## config.mk

```make
export PLATFORM = sky130hd
export DESIGN_NAME = bram_stream_reader
export DESIGN_NICKNAME = d
export VERILOG_FILES = /design/src/rtl/bram_stream_reader.sv
export SDC_FILE = /design/constraint.sdc
export NUM_CORES = 1
export LEC_CHECK = 0
export ABC_CLOCK_PERIOD_IN_PS = 2590
export CORE_ASPECT_RATIO = 1.2
export CORE_MARGIN = 2
export CORE_UTILIZATION = 52
export CTS_BUF_LIST = sky130_fd_sc_hd__clkbuf_8
export DETAILED_ROUTE_END_ITERATION = 10
export GPL_TIMING_DRIVEN = 0
export PLACE_DENSITY_LB_ADDON = 0.1
export SYNTH_ARGS = -nofsm -noshare
export SYNTH_HDL_FRONTEND = slang
export SYNTH_SLANG_ARGS = --single-unit
```

## constraint.sdc

```tcl
create_clock -name clk -period 2.59 [get_ports clk]
set_clock_uncertainty 0.05 [all_clocks]
set_input_delay 0.518 -clock clk [delete_from_list [all_inputs] [get_ports clk]]
set_output_delay 0.518 -clock clk [all_outputs]
set_load 0.02 [all_outputs]
```

## src/rtl/bram_stream_reader.sv

```systemverilog
// Streams DEPTH words from BRAM port B to a UART, one byte per tx_start.
// Re-arms only after master_state leaves the trigger value.
module bram_stream_reader #(
   parameter int M_STATE   = 1,
   parameter int MS_W      = 2,
   parameter int ADDR_W    = 10,
   parameter int DEPTH     = 1024,
   parameter int WORD_W    = 8,
   parameter int BRAM_LAT  = 2,
   parameter int TX_GUARD  = 3,
   parameter int LSB_FIRST = 1,
   parameter int ABORT_EN  = 1
) (
   input  logic              clk,
   input  logic              rst,
   input  logic [MS_W-1:0]   master_state,
   input  logic [WORD_W-1:0] doutb,
   output logic              enb,
   output logic [ADDR_W-1:0] addrb,
   input  logic              tx_ongoing,
   output logic              tx_start,
   output logic [7:0]        byte_to_send,
   output logic              read_done,
   output logic [3:0]        status
);

   localparam int BYTES = WORD_W / 8;
   localparam logic [MS_W-1:0]   TRIG      = MS_W'(M_STATE);
   localparam logic [ADDR_W-1:0] LAST_ADDR = ADDR_W'(DEPTH - 1);
   localparam logic [1:0]        LAST_LANE = 2'(BYTES - 1);
   localparam logic [3:0]        LAT_LAST  = 4'(BRAM_LAT - 2);
   localparam logic [3:0]        GRD_LAST  = 4'(TX_GUARD - 1);

   typedef enum logic [3:0] {
      S_IDLE    = 4'd0,
      S_WAIT_TX = 4'd1,
      S_READ    = 4'd2,
      S_LAT     = 4'd3,
      S_LOAD    = 4'd4,
      S_SEND    = 4'd5,
      S_GUARD   = 4'd6,
      S_DONE    = 4'd7,
      S_REARM   = 4'd8
   } state_t;

   state_t            state_q, state_d;
   logic [MS_W-1:0]   ms_q;
   logic              txo_q;
   logic [ADDR_W-1:0] addr_q, addr_d;
   logic [1:0]        lane_q, lane_d;
   logic [1:0]        phys;
   logic [3:0]        cnt_q, cnt_d;
   logic [WORD_W-1:0] word_q, word_d;
   logic [WORD_W-1:0] word_sh;
   logic              tx_start_q, tx_start_d;
   logic [7:0]        byte_q, byte_d;
   logic              armed;
   logic              abort;
   logic              busy_state;

   assign armed   = (ms_q == TRIG);
   assign abort   = (ABORT_EN != 0) && !armed;
   assign phys    = (LSB_FIRST != 0) ? lane_q : LAST_LANE - lane_q;
   assign word_sh = word_q >> {phys, 3'b000};

   // States in which a transfer is in flight and may be aborted
   assign busy_state = (state_q == S_WAIT_TX) || (state_q == S_READ) ||
                       (state_q == S_LAT)     || (state_q == S_LOAD) ||
                       (state_q == S_SEND)    || (state_q == S_GUARD);

   always_comb begin
      state_d    = state_q;
      addr_d     = addr_q;
      lane_d     = lane_q;
      cnt_d      = cnt_q;
      word_d     = word_q;
      tx_start_d = 1'b0;
      byte_d     = byte_q;
      unique case (state_q)
         S_IDLE: begin
            addr_d = '0;
            lane_d = '0;
            if (armed) state_d = S_WAIT_TX;
         end
         S_WAIT_TX: begin
            if (!txo_q) state_d = (lane_q == 2'd0) ? S_READ : S_SEND;
         end
         S_READ: begin
            cnt_d   = '0;
            state_d = (BRAM_LAT == 1) ? S_LOAD : S_LAT;
         end
         S_LAT: begin
            cnt_d = cnt_q + 4'd1;
            if (cnt_q == LAT_LAST) state_d = S_LOAD;
         end
         S_LOAD: begin
            word_d  = doutb;
            state_d = S_SEND;
         end
         S_SEND: begin
            tx_start_d = 1'b1;
            byte_d     = word_sh[7:0];
            cnt_d      = '0;
            state_d    = S_GUARD;
         end
         S_GUARD: begin
            cnt_d = cnt_q + 4'd1;
            if (cnt_q == GRD_LAST) begin
               if (lane_q < LAST_LANE) begin
                  lane_d  = lane_q + 2'd1;
                  state_d = S_WAIT_TX;
               end else if (addr_q < LAST_ADDR) begin
                  addr_d  = addr_q + 1'b1;
                  lane_d  = '0;
                  state_d = S_WAIT_TX;
               end else begin
                  state_d = S_DONE;
               end
            end
         end
         S_DONE:  state_d = S_REARM;
         S_REARM: if (!armed) state_d = S_IDLE;
         default: state_d = S_IDLE;
      endcase
      if (abort && busy_state) begin
         state_d    = S_IDLE;
         addr_d     = '0;
         lane_d     = '0;
         tx_start_d = 1'b0;
         byte_d     = byte_q;
      end
   end

   always_ff @(posedge clk) begin
      if (rst) begin
         state_q    <= S_IDLE;
         ms_q       <= '0;
         txo_q      <= 1'b0;
         addr_q     <= '0;
         lane_q     <= '0;
         cnt_q      <= '0;
         word_q     <= '0;
         tx_start_q <= 1'b0;
         byte_q     <= '0;
      end else begin
         state_q    <= state_d;
         ms_q       <= master_state;
         txo_q      <= tx_ongoing;
         addr_q     <= addr_d;
         lane_q     <= lane_d;
         cnt_q      <= cnt_d;
         word_q     <= word_d;
         tx_start_q <= tx_start_d;
         byte_q     <= byte_d;
      end
   end

   assign enb          = (state_q == S_READ) || (state_q == S_LAT);
   assign read_done    = (state_q == S_DONE);
   assign addrb        = addr_q;
   assign tx_start     = tx_start_q;
   assign byte_to_send = byte_q;
   assign status       = state_q;

endmodule

```

# == Word-level counts from Yosys, hierarchy flattened ==
# Cells that the tools add are included.
# word_totals
inputBits,13
regBits,40
output_inout_bits,25
wordCells,73
# classes
bitwise,1
n_eq_ne,18
n_addsub,3
n_reduce_logical,20
muxes,19
magnitude_cmp,2
n_shift,1
# ops
operator,count
$pmux 4 s9,1
$mux 10,3
$mux 4,5
$pmux 10 s2,1
$eq 4x3->1 const B,4
$eq 4x2->1 const B,3
$add 10x1->10 const B,1
$lt 10x10->1 const B,1
$ne 2x2->1 const B,5
$mux 3,3
$logic_not 4->1,2
$pmux 4 s2,1
$shr 8x5->8,1
$logic_or 1x1->1,6
$mux 2,3
$reduce_or 2->1,3
$reduce_and 5->1,1
$add 4x1->4 const B,1
$eq 4x1->1 const B,1
$eq 4x4->1 const B,1
$ne 2x1->1 const B,2
$pmux 2 s2,1
$reduce_and 4->1,1
$reduce_bool 2->1,2
other kinds (11),11

# == Depth between registers and ports, before layout ==
# Gate-level depths: netlist of the first run.
# depth
ltp_word,9
depth_mapped,7
depth_no_buf,6

# == Least setup slack after synthesis of the first run ==
# No wires, ideal clock.
# synth_path
path_kind,register to register
from,"register addr_q[0], in the netlist addrb[0]"
to,"register addr_q[9], in the netlist addrb[9]"
t_required_ps,2416
n_path_buf,1
slack_ps,508
path_stages_with_launch,7
setup_time_ps,124
period_less_slack_ps,2082
t_arrival_ps,1907
path_cell_list,dfxtp_1 > ha_1 > nand2_1 > nor4b_1 > buf_2 > nor3_1 > mux2i_1
# synth_via
elab_chain_len,5
word_cells_on_any_way,8
cone_classes,add/sub (1); order compare (1); eq/ne (1); mux (4); reduce/logical (1)
# synth_rtl
item,line_no,text
from (decl),49,"logic [ADDR_W-1:0] addr_q, addr_d;"
from (signal assigned),149,addr_q <= addr_d;
$add 10x1->10,113,addr_d = addr_q + 1'b1;
$mux 10,112,end else if (addr_q < LAST_ADDR) begin
$mux 10,109,if (lane_q < LAST_LANE) begin
$mux 10,108,if (cnt_q == GRD_LAST) begin
$pmux 10 s2,79,unique case (state_q)
# Parallel ways exist; a longest one is shown, timed or not. The select of a mux whose other input is x is not followed.
# A chain may end at the register's enable or synchronous reset.

# == Final worst setup path of the first run ==
# layout_path
from,"register state_q[1], in the netlist status[1]"
to,output read_done
# layout_via
elab_chain_len,1
# layout_rtl
item,line_no,text
from (decl),46,"state_t state_q, state_d;"
from (signal assigned),146,state_q <= state_d;
$eq 4x3->1,159,assign read_done = (state_q == S_DONE);
to (decl),23,"output logic read_done,"
# Every way passes these cells.

==> results.ini, run 1 <==
[power]
swShare = 0.293
pwr-share-clk = 0.383
power_frac_seq = 0.387
irDropWorstVdd_v = 0.000658
p_sw_mw = 0.471
intPower_mw = 1.14
power_density_nw_per_um2 = 680
comb_power_share = 0.230
p_total_mw = 1.61
p_leak_nw = 0.863

[logic_synthesis]
ys_warn_count = 0
yosys.cell_count.top_type = dfxtp_1
synth_edf_count = 0
syn-cell-area_um2 = 1810
dominantRegCellSynth = dfxtp_1
yosysTopAreaCellShare = 0.420
syn_avg_cell_area_um2 = 8.63
synth_cells = 210
synthArstFlopShare = 0
ys_ff_latch = 38
mappedNetlistNets = 227
yosys-top-cells-count = 38 x dfxtp_1, 23 x nand2_1, 19 x a21oi_1
netlist_top_cells_area = dfxtp_1 42%, mux2i_1 6.6%, a21oi_1 5.2%
synth.distinct_cells = 38
yosys.area.top_type = dfxtp_1
seq_area_frac_synth = 0.420

[hold_path]
hold_path_class = flip-flop to flip-flop

[worst_setup_path]
critical_path.max_fanout = 10
path_buf_inv = 2
worstSetupStartpointType = flip-flop
crit_type = flip-flop to primary output
cp_top_family = buffers and inverters
path_cells = clkbuf_2 -> nand2_1 -> nor2_1 -> clkdlybuf4s50_1
worst-endpoint-required_ns = 2.02
cp_data_arrival_time_ns = 1.86
cpPeakStageDelay_ns = 0.62
endpoint_kind = primary output
crit_path_top_delay_cell = clkdlybuf4s50_1

[finish]
stdcell_area_um2 = 2370
diodes = 0
fin_nets = 270
fillers = 284
areaGrowthSynthToFinish_pct = 30.6
drive_gt1_frac = 0.0866

[route]
wl_per_cell_um = 14.5
vias = 1674
viasPerCell = 5.75
drt-initial-drc-count = 92
wl_um = 4220
drc = 0
ant_nets = 0
first_pass_iters = 4

[clock_tree]
htreeDepth = 2
cts_root_buf = clkbuf_8
clk_latency_ns = 0.30
clockBufferDepth = 2
cts-buffers-inserted = 5
path_clk_slew_ns = 0.08
holdBufCountCts = 0
cts_tree = yes
cts_sinks = 38

[timing]
worst_pin_slew_ns = 0.636
finalCriticalPeriod_ns = 2.43
slew_headroom = 0.576
final_hold_viol_count = 0
setup_viol = 0
tns_ns = 0
period_share = 0.938
rsz0062_at_grt = false
maxSlewViolCount = 0
fmaxAchievable_mhz = 412

[placement]
gp_congestion = 0.922
placed_cell_area_um2 = 2220
hpwl_um = 2920
port_buffers = 36

[grt]
overflow = 0
grt_pass1_wl_um = 6820
grt_max_degree = 14
grt.total_usage = 0.226
grt_pass1_vias = 1480
grt_antenna_before_repair = 0

[flow_run]
drv_cap = 0

[die]
floorplan.initialDensity = 0.543
io_pins = 38
die_area_um2 = 3980
die_h_um = 68.7
rows = 23
dieWidth_um = 57.9
fp.coreArea_um2 = 3340

[status]
status = finished clean

worst min-delay path: cells and delay by family, from the launching register on:
kind            cells  cell delay (ns)
compound gates      1             0.05
simple gates        1             0.05
flops               1             0.31
area by class of cell:
type,instances,area [µm²],area share
buffer,10,43.8,0.0185
clock buffer,5,68.8,0.0291
clock inverter,3,68.8,0.0291
inverter,6,22.5,0.00951
multi-input combinational,156,996,0.421
sequential,38,761,0.321
tap,37,46.3,0.0196
timing repair buffer,36,360,0.152
power by group through the flow:
stage	combinational (mW)	sequential, mW	clock, mW
final	0.371	0.623	0.616
after global routing	0.406	0.624	0.658
after CTS	0.362	0.621	0.622
after detailed placement	0.360	0.635	0
after global placement	0.359	0.636	0
after floorplan	0.235	0.644	0
through the flow:
stage / hold slack [ns] / setup slack, ns / std cells / util
finish: 0.409 / 0.162 / 291 / 0.709
CTS: 0.407 / 0.0512 / 291 / 0.706
global placement: 0.391 / 0.217 / 283 / 0.665
detailed placement: 0.396 / 0.220 / 283 / 0.665
floorplan: 0.386 / 0.508 / 210 / -
global route: 0.433 / 0.0954 / 291 / 0.709
logic make-up (layout without fill, tap and decap cells):
| family | after synthesis | count (layout) | synth area share |
|---|---|---|---|
| flops | 38 | 38 | 0.420 |
| compound gates | 41 | 41 | 0.140 |
| buf+inv | 16 | 60 | 0.0345 |
| fa+ha+maj | 4 | 4 | 0.0276 |
| xor+xnor | 2 | 2 | 0.00966 |
| mux | 13 | 13 | 0.0745 |
| simple gates | 96 | 96 | 0.294 |
path summary, 6_finish.rpt:
check,startpoint,cells after the start,slack [ns],endpoint
worst max-delay path,status[1],4,0.16,read_done
worst min-delay path,word_q[5],2,0.41,word_q[5]
worst max register to register,cnt_q[0],7,0.42,addrb[8]
worst min register to register,word_q[5],2,0.41,word_q[5]
placed cells by master, fill, tap and decap left out, drive strengths merged, types with 4 or more instances in the layout:
master and count:
a21oi 19, nor2b 6, clkdlybuf4s50 36, and3 4, mux2i 12, nand3b 4
ha 4, clkbuf 13, or4 7, o31ai 6, inv 6, nand2 23
o21ai 4, dfxtp 38, nor2 12, nand3 17
per-layer routing:
metal | track usage | vias up | part of all wire
met2 | 0.392 | 35 | 0.51
met3 | 0.0578 | 9 | 0.037
met4 | 0.0843 | 0 | 0.019
met5 | 0 | - | 0
li1 | - | 850 | -
met1 | 0.270 | 780 | 0.43
sequential cells by signal, indices dropped and copies added (netlist names):
signal	count
addrb	10
byte_to_send	8
word_q	8
cnt_q	4
status	4
ms_q	2
tx_start	1
txo_q	1
repair_timing:
action                                  4_1_cts  5_1_grt
resized for setup                             0        7
endpoints found under the setup margin        0       11
setup buffers                                 0        0
Power figures use the tool's default switching activity.
==> inputs of run 2 (changes only) <==
- CORE_UTILIZATION: 52 -> 30
- GPL_ROUTABILITY_DRIVEN: not set -> 0
==> run 2 against run 1 <==
Effect of this change: global-route usage fell by 8.0 points; combinational power is essentially flat; routed wire length grew 4.7%; cell area rose by 1.4%; sequential cell count did not move; die area increased by 68%.
==> results.ini, run 2 (synthesis results as in run 1) <==
[status]
status = finished clean

[timing]
slew_headroom = 0.564  ; -0.0115
maxSlewViolCount = 0  ; unchanged
tns_ns = 0  ; unchanged
setup_viol = 0  ; unchanged
final_hold_viol_count = 0  ; unchanged
worst_pin_slew_ns = 0.654  ; +0.0173 ns
fmaxAchievable_mhz = 422  ; +2.5%
rsz0062_at_grt = false
finalCriticalPeriod_ns = 2.37  ; -0.0587 ns
period_share = 0.915  ; -0.0227

[route]
ant_nets = 0  ; unchanged
drc = 0  ; unchanged
vias = 1660  ; -0.84%
drt-initial-drc-count = 50  ; -46%
wl_per_cell_um = 13.1  ; -9.3%
wl_um = 4420  ; +4.7%
viasPerCell = 4.94  ; -14%
first_pass_iters = 4  ; unchanged

[worst_setup_path]
worstSetupStartpointType = flip-flop
crit_type = flip-flop to primary output
critical_path.max_fanout = 10  ; unchanged
endpoint_kind = primary output
cp_data_arrival_time_ns = 1.80  ; -0.06 ns
worst-endpoint-required_ns = 2.02  ; about the same

[finish]
fin_nets = 270  ; unchanged
final_common_cell = dfxtp_1
largest_register_ffs = 10  ; unchanged
drive_gt1_frac = 0.0866  ; unchanged
areaGrowthSynthToFinish_pct = 32.4
final_cell_mix = 38 x dfxtp_1, 36 x clkdlybuf4s50_1, 23 x nand2_1
fin_util = 0.404  ; -0.305
diodes = 0  ; unchanged

[clock_tree]
path_clk_slew_ns = 0.08  ; about the same
cts_tree = yes
cts_root_buf = clkbuf_8
cts_sinks = 38  ; unchanged
htreeDepth = 2  ; unchanged
cts-buffers-inserted = 5  ; unchanged
clk_latency_ns = 0.30  ; about the same
holdBufCountCts = 0  ; unchanged
cts_resized = 0  ; unchanged
clockBufferDepth = 2  ; unchanged
cts_setup_buffers = 0  ; unchanged

[grt]
grt_max_degree = 14  ; unchanged
use_met1 = 0.167  ; -0.103
use_met3 = 0.0406  ; -0.0172
grtUsageMet2 = 0.253  ; -0.139
grt.total_usage = 0.146  ; -0.0804
grt_pass1_wl_um = 7470  ; +9.5%
top_usage_layer = met2
overflow = 0  ; unchanged
grt_antenna_before_repair = 0  ; unchanged
grt_pass1_vias = 1571  ; +6.1%

[placement]
port_buffers = 36  ; unchanged
hpwl_um = 3270  ; +12%

[power]
irDropWorstVdd_v = 0.000308  ; -53%
p_leak_nw = 0.845  ; -2.1%
p_sw_mw = 0.468  ; -0.64%
intPower_mw = 1.04  ; -8.7%
pwr-share-clk = 0.342  ; -0.041
power_frac_seq = 0.412  ; +0.025
power_density_nw_per_um2 = 628  ; -7.6%
swShare = 0.310  ; +0.0179
comb_power_share = 0.247  ; +0.017

[flow_run]
drv_cap = 0  ; unchanged

[hold_path]
hold_path_class = flip-flop to flip-flop

[die]
die_area_um2 = 6680  ; +68%
floorplan.initialDensity = 0.306  ; -0.238
die_h_um = 89.2  ; +30%
io_pins = 38  ; unchanged
fp.coreArea_um2 = 5930  ; +78%
dieWidth_um = 75.0  ; +29%
rows = 31  ; +35%

[run 2: area by class of cell]
type,instances,area (µm²)
Inverter,6,22.5
Buffer,10,43.8
Timing Repair Buffer,36,360
Clock buffer,5,68.8
Multi-Input combinational cell,156,996
Clock inverter,3,45.0
Tap cell,82,103
Fill cell,621,3530
Sequential cell,38,761
[run 2: stage by stage]
step	setup WS [ns]	hold WS, ns	total power, mW	area (µm²)	instances
6_report	0.220	0.408	1.51	2400	336
4_1_cts	0.0755	0.410	1.52	2390	336
3_5_place_dp	0.143	0.398	1.00	2280	328
2_1_floorplan	0.508	0.386	0.880	1810	210
3_3_place_gp	0.0737	0.395	1.01	2280	328
5_1_grt	0.0810	0.427	1.60	2400	336
[run 2: worst paths after layout]
check | cells past startpoint | end | startpoint | slack, ns
setup / recovery | 4 | enb | status[2] | 0.22
hold reg to reg | 2 | word_q[6] | word_q[6] | 0.41
hold / removal | 2 | word_q[6] | word_q[6] | 0.41
setup reg to reg | 7 | addrb[8] | cnt_q[0] | 0.43
[run 2: routing by layer]
layer	vias to the layer above	wire length, µm
met4	0	75
met3	7	194
met2	32	2200
met5	-	0
met1	772	1950
li1	849	-
[run 2: power by group through the flow]
stage	clock (mW)	combinational (mW)	sequential, mW
final	0.515	0.372	0.621
after floorplan	0	0.235	0.644
after global routing	0.555	0.416	0.625
after CTS	0.530	0.369	0.620
after detailed placement	0	0.367	0.634
after global placement	0	0.371	0.635
[run 2: critical path, cell delays in order, from the launching register on]
cell,delay (ns)
dfxtp_1,0.42
clkbuf_2,0.25
inv_1,0.11
and3_1,0.18
clkdlybuf4s50_1,0.55
